$ cat src/rtl/sca_cmd_pkg.sv
// Shared constants, FSM state encoding and frame field layout for the SCA command receiver.
package sca_cmd_pkg;

    localparam int unsigned NUM_CH    = 3;
    localparam int unsigned BYTE_W    = 8;
    localparam int unsigned DATA_W    = 32;
    localparam int unsigned FRAME_LEN = 12;
    localparam int unsigned IDX_W     = 4;

    localparam logic [7:0] SYNC_BYTE = 8'h5A;
    localparam logic [7:0] ERR_MAX   = 8'hFF;

    // Byte position of each field within a frame; position 0 is the sync byte.
    localparam logic [IDX_W-1:0] IDX_SEL  = 4'd1;
    localparam logic [IDX_W-1:0] IDX_ADDR = 4'd2;
    localparam logic [IDX_W-1:0] IDX_TID  = 4'd3;
    localparam logic [IDX_W-1:0] IDX_CHAN = 4'd4;
    localparam logic [IDX_W-1:0] IDX_CMD  = 4'd5;
    localparam logic [IDX_W-1:0] IDX_LEN  = 4'd6;
    localparam logic [IDX_W-1:0] IDX_D3   = 4'd7;
    localparam logic [IDX_W-1:0] IDX_D2   = 4'd8;
    localparam logic [IDX_W-1:0] IDX_D1   = 4'd9;
    localparam logic [IDX_W-1:0] IDX_D0   = 4'd10;
    localparam logic [IDX_W-1:0] IDX_CHK  = IDX_W'(FRAME_LEN - 1);

    typedef enum logic [2:0] {
        ST_IDLE,
        ST_COLLECT,
        ST_CHECK,
        ST_WAIT_READY,
        ST_ISSUE
    } state_e;

    // Assembled payload of one command frame.
    typedef struct packed {
        logic [BYTE_W-1:0] sel;
        logic [BYTE_W-1:0] address;
        logic [BYTE_W-1:0] trans_id;
        logic [BYTE_W-1:0] channel;
        logic [BYTE_W-1:0] command;
        logic [BYTE_W-1:0] len;
        logic [DATA_W-1:0] data;
    } cmd_fields_t;

endpackage

$ cat src/rtl/sca_cmd_receive_if.sv
// UART receive side, SCA transmit lanes and error status of the command receiver.
interface sca_cmd_receive_if;
    import sca_cmd_pkg::*;

    logic [BYTE_W-1:0]        uart_rx_data;
    logic                     uart_rx_valid;
    logic [NUM_CH-1:0]        sca_tx_busy;
    logic [NUM_CH-1:0]        sca_tx_start;
    logic [NUM_CH*BYTE_W-1:0] sca_tx_address;
    logic [NUM_CH*BYTE_W-1:0] sca_tx_transID;
    logic [NUM_CH*BYTE_W-1:0] sca_tx_channel;
    logic [NUM_CH*BYTE_W-1:0] sca_tx_command;
    logic [NUM_CH*BYTE_W-1:0] sca_tx_len;
    logic [NUM_CH*DATA_W-1:0] sca_tx_data;
    logic                     frame_err;
    logic [7:0]               err_count;

    modport master (
        output uart_rx_data, uart_rx_valid, sca_tx_busy,
        input  sca_tx_start, sca_tx_address, sca_tx_transID, sca_tx_channel,
               sca_tx_command, sca_tx_len, sca_tx_data, frame_err, err_count
    );

    modport slave (
        input  uart_rx_data, uart_rx_valid, sca_tx_busy,
        output sca_tx_start, sca_tx_address, sca_tx_transID, sca_tx_channel,
               sca_tx_command, sca_tx_len, sca_tx_data, frame_err, err_count
    );

endinterface

$ cat src/rtl/sca_cmd_frame_collect.sv
// Byte assembly of command frames: sync hunt, field capture, XOR accumulation, inter-byte timeout.
module sca_cmd_frame_collect
    import sca_cmd_pkg::*;
#(
    parameter int unsigned TIMEOUT_CYCLES = 100000
) (
    input  logic              clk,
    input  logic              rst_n,
    input  logic              enable_i,
    input  logic              rx_valid_i,
    input  logic [BYTE_W-1:0] rx_data_i,
    output cmd_fields_t       fields_o,
    output logic [BYTE_W-1:0] chk_o,
    output logic [BYTE_W-1:0] acc_o,
    output logic              frame_done_c,
    output logic              frame_timeout_c
);

    localparam int unsigned CNT_W = $clog2(TIMEOUT_CYCLES + 1);
    localparam logic [CNT_W-1:0] CNT_LAST = CNT_W'(TIMEOUT_CYCLES - 1);

    state_e            state_q, state_d;
    logic [IDX_W-1:0]  idx_q, idx_d;
    logic [BYTE_W-1:0] acc_q, acc_d;
    logic [BYTE_W-1:0] chk_q, chk_d;
    logic [CNT_W-1:0]  cnt_q, cnt_d;
    cmd_fields_t       fields_q, fields_d;

    // Next-state: store each byte at its index; a received byte always takes priority over timeout.
    always_comb begin
        state_d         = state_q;
        idx_d           = idx_q;
        acc_d           = acc_q;
        chk_d           = chk_q;
        cnt_d           = cnt_q;
        fields_d        = fields_q;
        frame_done_c    = 1'b0;
        frame_timeout_c = 1'b0;
        case (state_q)
            ST_IDLE: begin
                if (enable_i && rx_valid_i && (rx_data_i == SYNC_BYTE)) begin
                    state_d = ST_COLLECT;
                    idx_d   = IDX_SEL;
                    acc_d   = '0;
                    cnt_d   = '0;
                end
            end
            ST_COLLECT: begin
                if (rx_valid_i) begin
                    cnt_d = '0;
                    case (idx_q)
                        IDX_SEL:  fields_d.sel          = rx_data_i;
                        IDX_ADDR: fields_d.address      = rx_data_i;
                        IDX_TID:  fields_d.trans_id     = rx_data_i;
                        IDX_CHAN: fields_d.channel      = rx_data_i;
                        IDX_CMD:  fields_d.command      = rx_data_i;
                        IDX_LEN:  fields_d.len          = rx_data_i;
                        IDX_D3:   fields_d.data[31:24]  = rx_data_i;
                        IDX_D2:   fields_d.data[23:16]  = rx_data_i;
                        IDX_D1:   fields_d.data[15:8]   = rx_data_i;
                        IDX_D0:   fields_d.data[7:0]    = rx_data_i;
                        default:  chk_d                 = rx_data_i;
                    endcase
                    if (idx_q == IDX_CHK) begin
                        frame_done_c = 1'b1;
                        state_d      = ST_IDLE;
                        idx_d        = '0;
                    end else begin
                        acc_d = acc_q ^ rx_data_i;
                        idx_d = idx_q + IDX_W'(1);
                    end
                end else if (cnt_q == CNT_LAST) begin
                    frame_timeout_c = 1'b1;
                    state_d         = ST_IDLE;
                    idx_d           = '0;
                    cnt_d           = '0;
                end else begin
                    cnt_d = cnt_q + CNT_W'(1);
                end
            end
            default: state_d = ST_IDLE;
        endcase
    end

    // Collector state registers.
    always_ff @(posedge clk or negedge rst_n) begin
        if (!rst_n) begin
            state_q  <= ST_IDLE;
            idx_q    <= '0;
            acc_q    <= '0;
            chk_q    <= '0;
            cnt_q    <= '0;
            fields_q <= '0;
        end else begin
            state_q  <= state_d;
            idx_q    <= idx_d;
            acc_q    <= acc_d;
            chk_q    <= chk_d;
            cnt_q    <= cnt_d;
            fields_q <= fields_d;
        end
    end

    assign fields_o = fields_q;
    assign chk_o    = chk_q;
    assign acc_o    = acc_q;

endmodule

$ cat src/rtl/sca_cmd_receive.sv
// Validates assembled command frames and dispatches each to one of three SCA transmit lanes.
module sca_cmd_receive
    import sca_cmd_pkg::*;
#(
    parameter int unsigned TIMEOUT_CYCLES = 100000
) (
    input logic           clk,
    input logic           rst_n,
    sca_cmd_receive_if.slave bus
);

    state_e                         state_q;
    logic [NUM_CH-1:0]              start_q;
    logic [NUM_CH-1:0][BYTE_W-1:0]  addr_q;
    logic [NUM_CH-1:0][BYTE_W-1:0]  tid_q;
    logic [NUM_CH-1:0][BYTE_W-1:0]  chan_q;
    logic [NUM_CH-1:0][BYTE_W-1:0]  cmd_q;
    logic [NUM_CH-1:0][BYTE_W-1:0]  len_q;
    logic [NUM_CH-1:0][DATA_W-1:0]  data_q;
    logic                           frame_err_q;
    logic [7:0]                     err_count_q;

    cmd_fields_t       fields;
    logic [BYTE_W-1:0] chk;
    logic [BYTE_W-1:0] acc;
    logic              frame_done_c;
    logic              frame_timeout_c;
    logic [1:0]        sel_c;
    logic              chk_bad_c;
    logic              err_event_c;

    // Collector only listens while no frame is being checked or dispatched.
    sca_cmd_frame_collect #(
        .TIMEOUT_CYCLES (TIMEOUT_CYCLES)
    ) u_collect (
        .clk             (clk),
        .rst_n           (rst_n),
        .enable_i        (state_q == ST_IDLE),
        .rx_valid_i      (bus.uart_rx_valid),
        .rx_data_i       (bus.uart_rx_data),
        .fields_o        (fields),
        .chk_o           (chk),
        .acc_o           (acc),
        .frame_done_c    (frame_done_c),
        .frame_timeout_c (frame_timeout_c)
    );

    // Frame validity and error event sources.
    always_comb begin
        sel_c       = fields.sel[1:0];
        chk_bad_c   = 1'b0;
        err_event_c = 1'b0;
        if (state_q == ST_CHECK) begin
            chk_bad_c = (chk != acc) || (fields.sel > 8'd2);
        end
        err_event_c = chk_bad_c || frame_timeout_c
                      || (bus.uart_rx_valid && (state_q != ST_IDLE));
    end

    // Dispatch FSM; lane fields and start strobe are loaded on entry to ISSUE.
    always_ff @(posedge clk or negedge rst_n) begin
        if (!rst_n) begin
            state_q <= ST_IDLE;
            start_q <= '0;
            addr_q  <= '0;
            tid_q   <= '0;
            chan_q  <= '0;
            cmd_q   <= '0;
            len_q   <= '0;
            data_q  <= '0;
        end else begin
            start_q <= '0;
            case (state_q)
                ST_IDLE: begin
                    if (frame_done_c) state_q <= ST_CHECK;
                end
                ST_CHECK: begin
                    state_q <= chk_bad_c ? ST_IDLE : ST_WAIT_READY;
                end
                ST_WAIT_READY: begin
                    if (!bus.sca_tx_busy[sel_c]) begin
                        state_q        <= ST_ISSUE;
                        start_q[sel_c] <= 1'b1;
                        addr_q[sel_c]  <= fields.address;
                        tid_q[sel_c]   <= fields.trans_id;
                        chan_q[sel_c]  <= fields.channel;
                        cmd_q[sel_c]   <= fields.command;
                        len_q[sel_c]   <= fields.len;
                        data_q[sel_c]  <= fields.data;
                    end
                end
                ST_ISSUE: state_q <= ST_IDLE;
                default:  state_q <= ST_IDLE;
            endcase
        end
    end

    // Error pulse and saturating error count.
    always_ff @(posedge clk or negedge rst_n) begin
        if (!rst_n) begin
            frame_err_q <= 1'b0;
            err_count_q <= '0;
        end else begin
            frame_err_q <= err_event_c;
            if (err_event_c && (err_count_q != ERR_MAX)) begin
                err_count_q <= err_count_q + 8'd1;
            end
        end
    end

    assign bus.sca_tx_start   = start_q;
    assign bus.sca_tx_address = addr_q;
    assign bus.sca_tx_transID = tid_q;
    assign bus.sca_tx_channel = chan_q;
    assign bus.sca_tx_command = cmd_q;
    assign bus.sca_tx_len     = len_q;
    assign bus.sca_tx_data    = data_q;
    assign bus.frame_err      = frame_err_q;
    assign bus.err_count      = err_count_q;

endmodule

$ cat src/flat_wrapper.sv
// flat-port wrapper written by rule: the top's interface ports become plain ports
module sca_cmd_receive_flat import sca_cmd_pkg::*;
#(
    parameter int unsigned TIMEOUT_CYCLES = 100000
)
  (clk, rst_n, bus_uart_rx_data, bus_uart_rx_valid, bus_sca_tx_busy, bus_sca_tx_start, bus_sca_tx_address, bus_sca_tx_transID, bus_sca_tx_channel, bus_sca_tx_command, bus_sca_tx_len, bus_sca_tx_data, bus_frame_err, bus_err_count);
  sca_cmd_receive_if bus_i ();
  input logic clk;
  input logic rst_n;
  input wire logic [$bits(bus_i.uart_rx_data)-1:0] bus_uart_rx_data;
  input wire logic [$bits(bus_i.uart_rx_valid)-1:0] bus_uart_rx_valid;
  input wire logic [$bits(bus_i.sca_tx_busy)-1:0] bus_sca_tx_busy;
  output wire logic [$bits(bus_i.sca_tx_start)-1:0] bus_sca_tx_start;
  output wire logic [$bits(bus_i.sca_tx_address)-1:0] bus_sca_tx_address;
  output wire logic [$bits(bus_i.sca_tx_transID)-1:0] bus_sca_tx_transID;
  output wire logic [$bits(bus_i.sca_tx_channel)-1:0] bus_sca_tx_channel;
  output wire logic [$bits(bus_i.sca_tx_command)-1:0] bus_sca_tx_command;
  output wire logic [$bits(bus_i.sca_tx_len)-1:0] bus_sca_tx_len;
  output wire logic [$bits(bus_i.sca_tx_data)-1:0] bus_sca_tx_data;
  output wire logic [$bits(bus_i.frame_err)-1:0] bus_frame_err;
  output wire logic [$bits(bus_i.err_count)-1:0] bus_err_count;
  assign bus_i.uart_rx_data = bus_uart_rx_data;
  assign bus_i.uart_rx_valid = bus_uart_rx_valid;
  assign bus_i.sca_tx_busy = bus_sca_tx_busy;
  assign bus_sca_tx_start = bus_i.sca_tx_start;
  assign bus_sca_tx_address = bus_i.sca_tx_address;
  assign bus_sca_tx_transID = bus_i.sca_tx_transID;
  assign bus_sca_tx_channel = bus_i.sca_tx_channel;
  assign bus_sca_tx_command = bus_i.sca_tx_command;
  assign bus_sca_tx_len = bus_i.sca_tx_len;
  assign bus_sca_tx_data = bus_i.sca_tx_data;
  assign bus_frame_err = bus_i.frame_err;
  assign bus_err_count = bus_i.err_count;
  sca_cmd_receive #(.TIMEOUT_CYCLES(TIMEOUT_CYCLES)) u_core (.clk(clk), .rst_n(rst_n), .bus(bus_i));
endmodule
$ cat config.mk
export PLATFORM = sky130hd
export DESIGN_NAME = sca_cmd_receive_flat
export DESIGN_NICKNAME = d
export VERILOG_FILES = /design/src/rtl/sca_cmd_pkg.sv /design/src/rtl/sca_cmd_receive_if.sv /design/src/rtl/sca_cmd_frame_collect.sv /design/src/rtl/sca_cmd_receive.sv /design/src/flat_wrapper.sv
export SDC_FILE = /design/constraint.sdc
export NUM_CORES = 1
export LEC_CHECK = 0
export CAP_MARGIN = 10
export CELL_PAD_IN_SITES_DETAIL_PLACEMENT = 0
export CELL_PAD_IN_SITES_GLOBAL_PLACEMENT = 2
export CORE_ASPECT_RATIO = 1.4
export CORE_UTILIZATION = 34
export DETAILED_ROUTE_END_ITERATION = 7
export PLACE_DENSITY_LB_ADDON = 0.1
export SETUP_SLACK_MARGIN = 0.4
export SYNTH_ARGS = -nofsm -noshare
export SYNTH_HDL_FRONTEND = slang
export SYNTH_HIERARCHICAL = 1
export SYNTH_SLANG_ARGS = --single-unit
$ cat constraint.sdc
create_clock -name clk -period 2.3 [get_ports clk]
set_clock_uncertainty 0.15 [all_clocks]
set_input_delay 0.46 -clock clk [delete_from_list [all_inputs] [get_ports clk]]
set_output_delay 0.46 -clock clk [all_outputs]
set_load 0.02 [all_outputs]
==> flow_summary.json <==
{
  "path_class": "flip-flop to flip-flop",
  "drt_wl_total_um": 39300,
  "layoutNonFillerInstCount": 1846,
  "syn_to_final_growth_pct": 47.6,
  "report.final.slew_viol_count": 0,
  "critPathMaxFanout": 23,
  "ys_ff_latch": 349,
  "viasPerCell": 4.77,
  "start_kind": "flip-flop",
  "drive_gt1_share_pct": 41.9,
  "layout_common_cells": "dfrtp_1, mux2_4, dlymetal6s2s_1",
  "worst_slew_pin_slew_ns": 0.412,
  "yosys_warnings": 6,
  "grt_max_degree": 67,
  "htreeDepth": 2,
  "antenna_found_initial": 0,
  "end_kind": "flip-flop",
  "drc": 0,
  "ys_seq_area_share_pct": 61.9,
  "synth_cell_types": 57,
  "grt_usage_pct": 18.0,
  "gp_congestion": 0.774,
  "drt_iter0_markers": 354,
  "io_buffers": 241,
  "cts_tree": "yes",
  "power_density_nw_per_um2": 671,
  "synth_area_per_cell_um2": 15.3,
  "rows": 87,
  "synth_ff_type": "dfrtp_1",
  "first_global_vias": 9247,
  "critPathBufInv": 1,
  "cap_violations": 0,
  "antennaDiodeCount": 0,
  "clock_latency_ns": 0.53,
  "rsz0062_at_grt": "true",
  "critPathArrivalTime_ns": 2.72,
  "dp_cells": 1751,
  "pin_count": 242,
  "cts_root_buf": "clkbuf_16",
  "async_flop_share_pct": 100,
  "timing.final.hold_violations": 0,
  "peakVddDrop_v": 0.000463,
  "drtAntennaViolNets": 0,
  "clockBufferDepth": 3,
  "wl_per_cell_um": 21.3,
  "pre_cts_slack_ns": -0.676,
  "syn_inst": 924,
  "dr.pass1.iters": 4,
  "synthesis.nets": 944,
  "initial_utilization_pct": 34.7,
  "cts_inserted_buffers": 37,
  "seq_area_um2": 8740,
  "dp_hpwl_um": 26400,
  "syn_area_um2": 14100,
  "multiInputGateArea_um2": 5790,
  "path_cells": "mux2i_4, o21ai_2, or3_4, or3b_4, buf_12, mux2_4",
  "dieWidth_um": 174,
  "placed_area_um2": 18100,
  "clk_pin_slew_ns": 0.06,
  "hp-class": "input pin to asynchronous set/reset pin",
  "slew_headroom_pct": 72.5,
  "final_common_cell": "dfrtp_1",
  "die_h_um": 243,
  "coreArea_um2": 40600,
  "worst_path_max_delay_cell": "or3b_4",
  "vias": 8809,
  "die-area_um2": 42300,
  "fillCellCount": 3511,
  "period_needed_ns": 2.48,
  "fmaxAchievable_mhz": 404,
  "design_area_um2": 20800,
  "setup-violations-final": 209,
  "timing.setup.tns_ns": -19.79,
  "grt.overflow.total": 0,
  "worstPathRequired_ns": 2.55,
  "grt_pass1_wl_um": 58300,
  "p_leak_nw": 13.1,
  "failed_checks": "setup timing",
  "status": "finished, violations left",
  "fin_crit_sh_pct": 108,
  "fin_ws_ns": -0.177,
  "synth_edf_count": 0,
  "worst_path_largest_cell_delay_ns": 0.48,
  "critPathTopFamily": "simple AND/OR/NAND/NOR gates",
  "fin_nets": 1306,
  "clock_sinks": 349
}
[layout make-up]
cell class / instances / area share (%)
clock inverter: 11 / 0.421
multi-input combinational: 525 / 27.8
tap: 534 / 3.21
inverter: 8 / 0.144
sequential: 349 / 42.0
clock buffer: 54 / 5.44
timing repair buffer: 365 / 21.0
[cells by family (layout without fill, tap and decap cells)]
group | after synthesis | after routing | share of synthesized area (%)
AND/OR/NAND/NOR | 146 | 146 | 5.47
AO/OA/AOI/OAI | 43 | 43 | 2.30
flip-flops | 349 | 349 | 61.9
adder cells (fa/ha/maj) | 6 | 6 | 0.532
XOR/XNOR | 23 | 23 | 1.43
buffers and inverters | 50 | 438 | 2.04
multiplexers | 307 | 307 | 26.3
[stage by stage]
step | power [mW] | hold WS (ns) | util [%]
5_1_grt | 14.6 | 0.291 | 51.3
3_5_place_dp | 7.85 | 0.249 | 44.5
3_3_place_gp | 7.83 | 0.245 | 44.5
2_1_floorplan | 7.27 | 0.0144 | -
6_report | 14.0 | 0.275 | 51.3
4_1_cts | 14.0 | 0.281 | 48.4
[power breakdown]
| group | switching, mW | leakage, nW | internal, mW |
|---|---|---|---|
| Sequential | 0.223 | 4.85 | 6.37 |
| Combinational | 0.731 | 7.60 | 0.697 |
| Clock | 2.43 | 0.612 | 3.53 |
| Total | 3.39 | 13.1 | 10.6 |
[final timing paths]
check / start / endpoint / slack (ns) / cells past startpoint
setup / recovery: u_core/u_collect/fields_o[73] / u_core/bus.sca_tx_data[71] / -0.18 / 6
hold reg to reg: u_core/bus.sca_tx_channel[8] / u_core/bus.sca_tx_channel[8] / 0.35 / 1
setup reg to reg: u_core/u_collect/fields_o[73] / u_core/bus.sca_tx_data[71] / -0.18 / 6
max in group asynchronous: rst_n / u_core/bus.err_count[3] / 0.97 / 3
hold / removal: rst_n / u_core/bus.sca_tx_transID[0] / 0.28 / 2
min in group clk: u_core/bus.sca_tx_channel[8] / u_core/bus.sca_tx_channel[8] / 0.35 / 1
[synthesized netlist by cell type, drive strengths merged, types with 2 or more instances]
| cell type | instances | area [µm²] |
|---|---|---|
| ha | 6 | 75.1 |
| and3 | 5 | 31.3 |
| nor3 | 11 | 55.1 |
| nor4 | 5 | 37.5 |
| and2 | 5 | 31.3 |
| xnor2 | 8 | 70.1 |
| nand2b | 5 | 31.3 |
| o311ai | 3 | 26.3 |
| nand3 | 20 | 100 |
| o31ai | 3 | 41.3 |
| nand3b | 2 | 15.0 |
| mux2i | 2 | 20.0 |
| nor2 | 25 | 98.8 |
| nand2 | 42 | 163 |
| a22o | 3 | 26.3 |
| xor2 | 15 | 131 |
| o21bai | 3 | 22.5 |
| o21ai | 10 | 50.0 |
| nor2b | 2 | 12.5 |
| buf | 28 | 205 |
| nor3b | 3 | 22.5 |
| nand4 | 10 | 62.6 |
| a21o | 3 | 22.5 |
| a21oi | 4 | 23.8 |
| or3 | 3 | 23.8 |
| inv | 8 | 30.0 |
| and4 | 2 | 17.5 |
| mux2 | 305 | 3690 |
| dfrtp | 349 | 8730 |
| a31oi | 6 | 43.8 |
| clkbuf | 14 | 52.6 |
[what timing repair did]
| action | in CTS | in global routing |
|---|---|---|
| buffers inserted | 15 | 9 |
| resized for setup | 156 | 306 |
| cloned | 1 | 4 |
| hold buffers | 1 | 0 |
| endpoints found under the hold margin | 34 | 0 |
| pin swaps | 12 | 22 |
| setup endpoints to repair | 504 | 511 |
[flip-flops by register name, summed over array words and instances, names as in the netlist]
name and cells:
u_core/bus.sca_tx_data 96, u_core/u_collect/idx_q 4, u_core/bus.err_count 8, u_core/bus.sca_tx_transID 24, u_core/bus.sca_tx_command 24, u_core/u_collect/acc_o 8
u_core/u_collect/cnt_q 17, u_core/u_collect/state_q 1, u_core/bus.sca_tx_len 24, u_core/state_q 3, u_core/bus.sca_tx_channel 24, u_core/bus.frame_err 1
u_core/u_collect/fields_o 80, u_core/bus.sca_tx_start 3, u_core/bus.sca_tx_address 24, u_core/u_collect/chk_o 8
[metal layers]
metal | wire length (µm) | global-route usage (%) | part of all wire [%]
met1 | 17100 | 22.9 | 44
met2 | 20300 | 32.0 | 52
met3 | 1170 | 2.60 | 3.0
met4 | 707 | 4.49 | 1.8
met5 | 0 | 0 | 0
No activity file was read; power rests on OpenSTA's default activity.
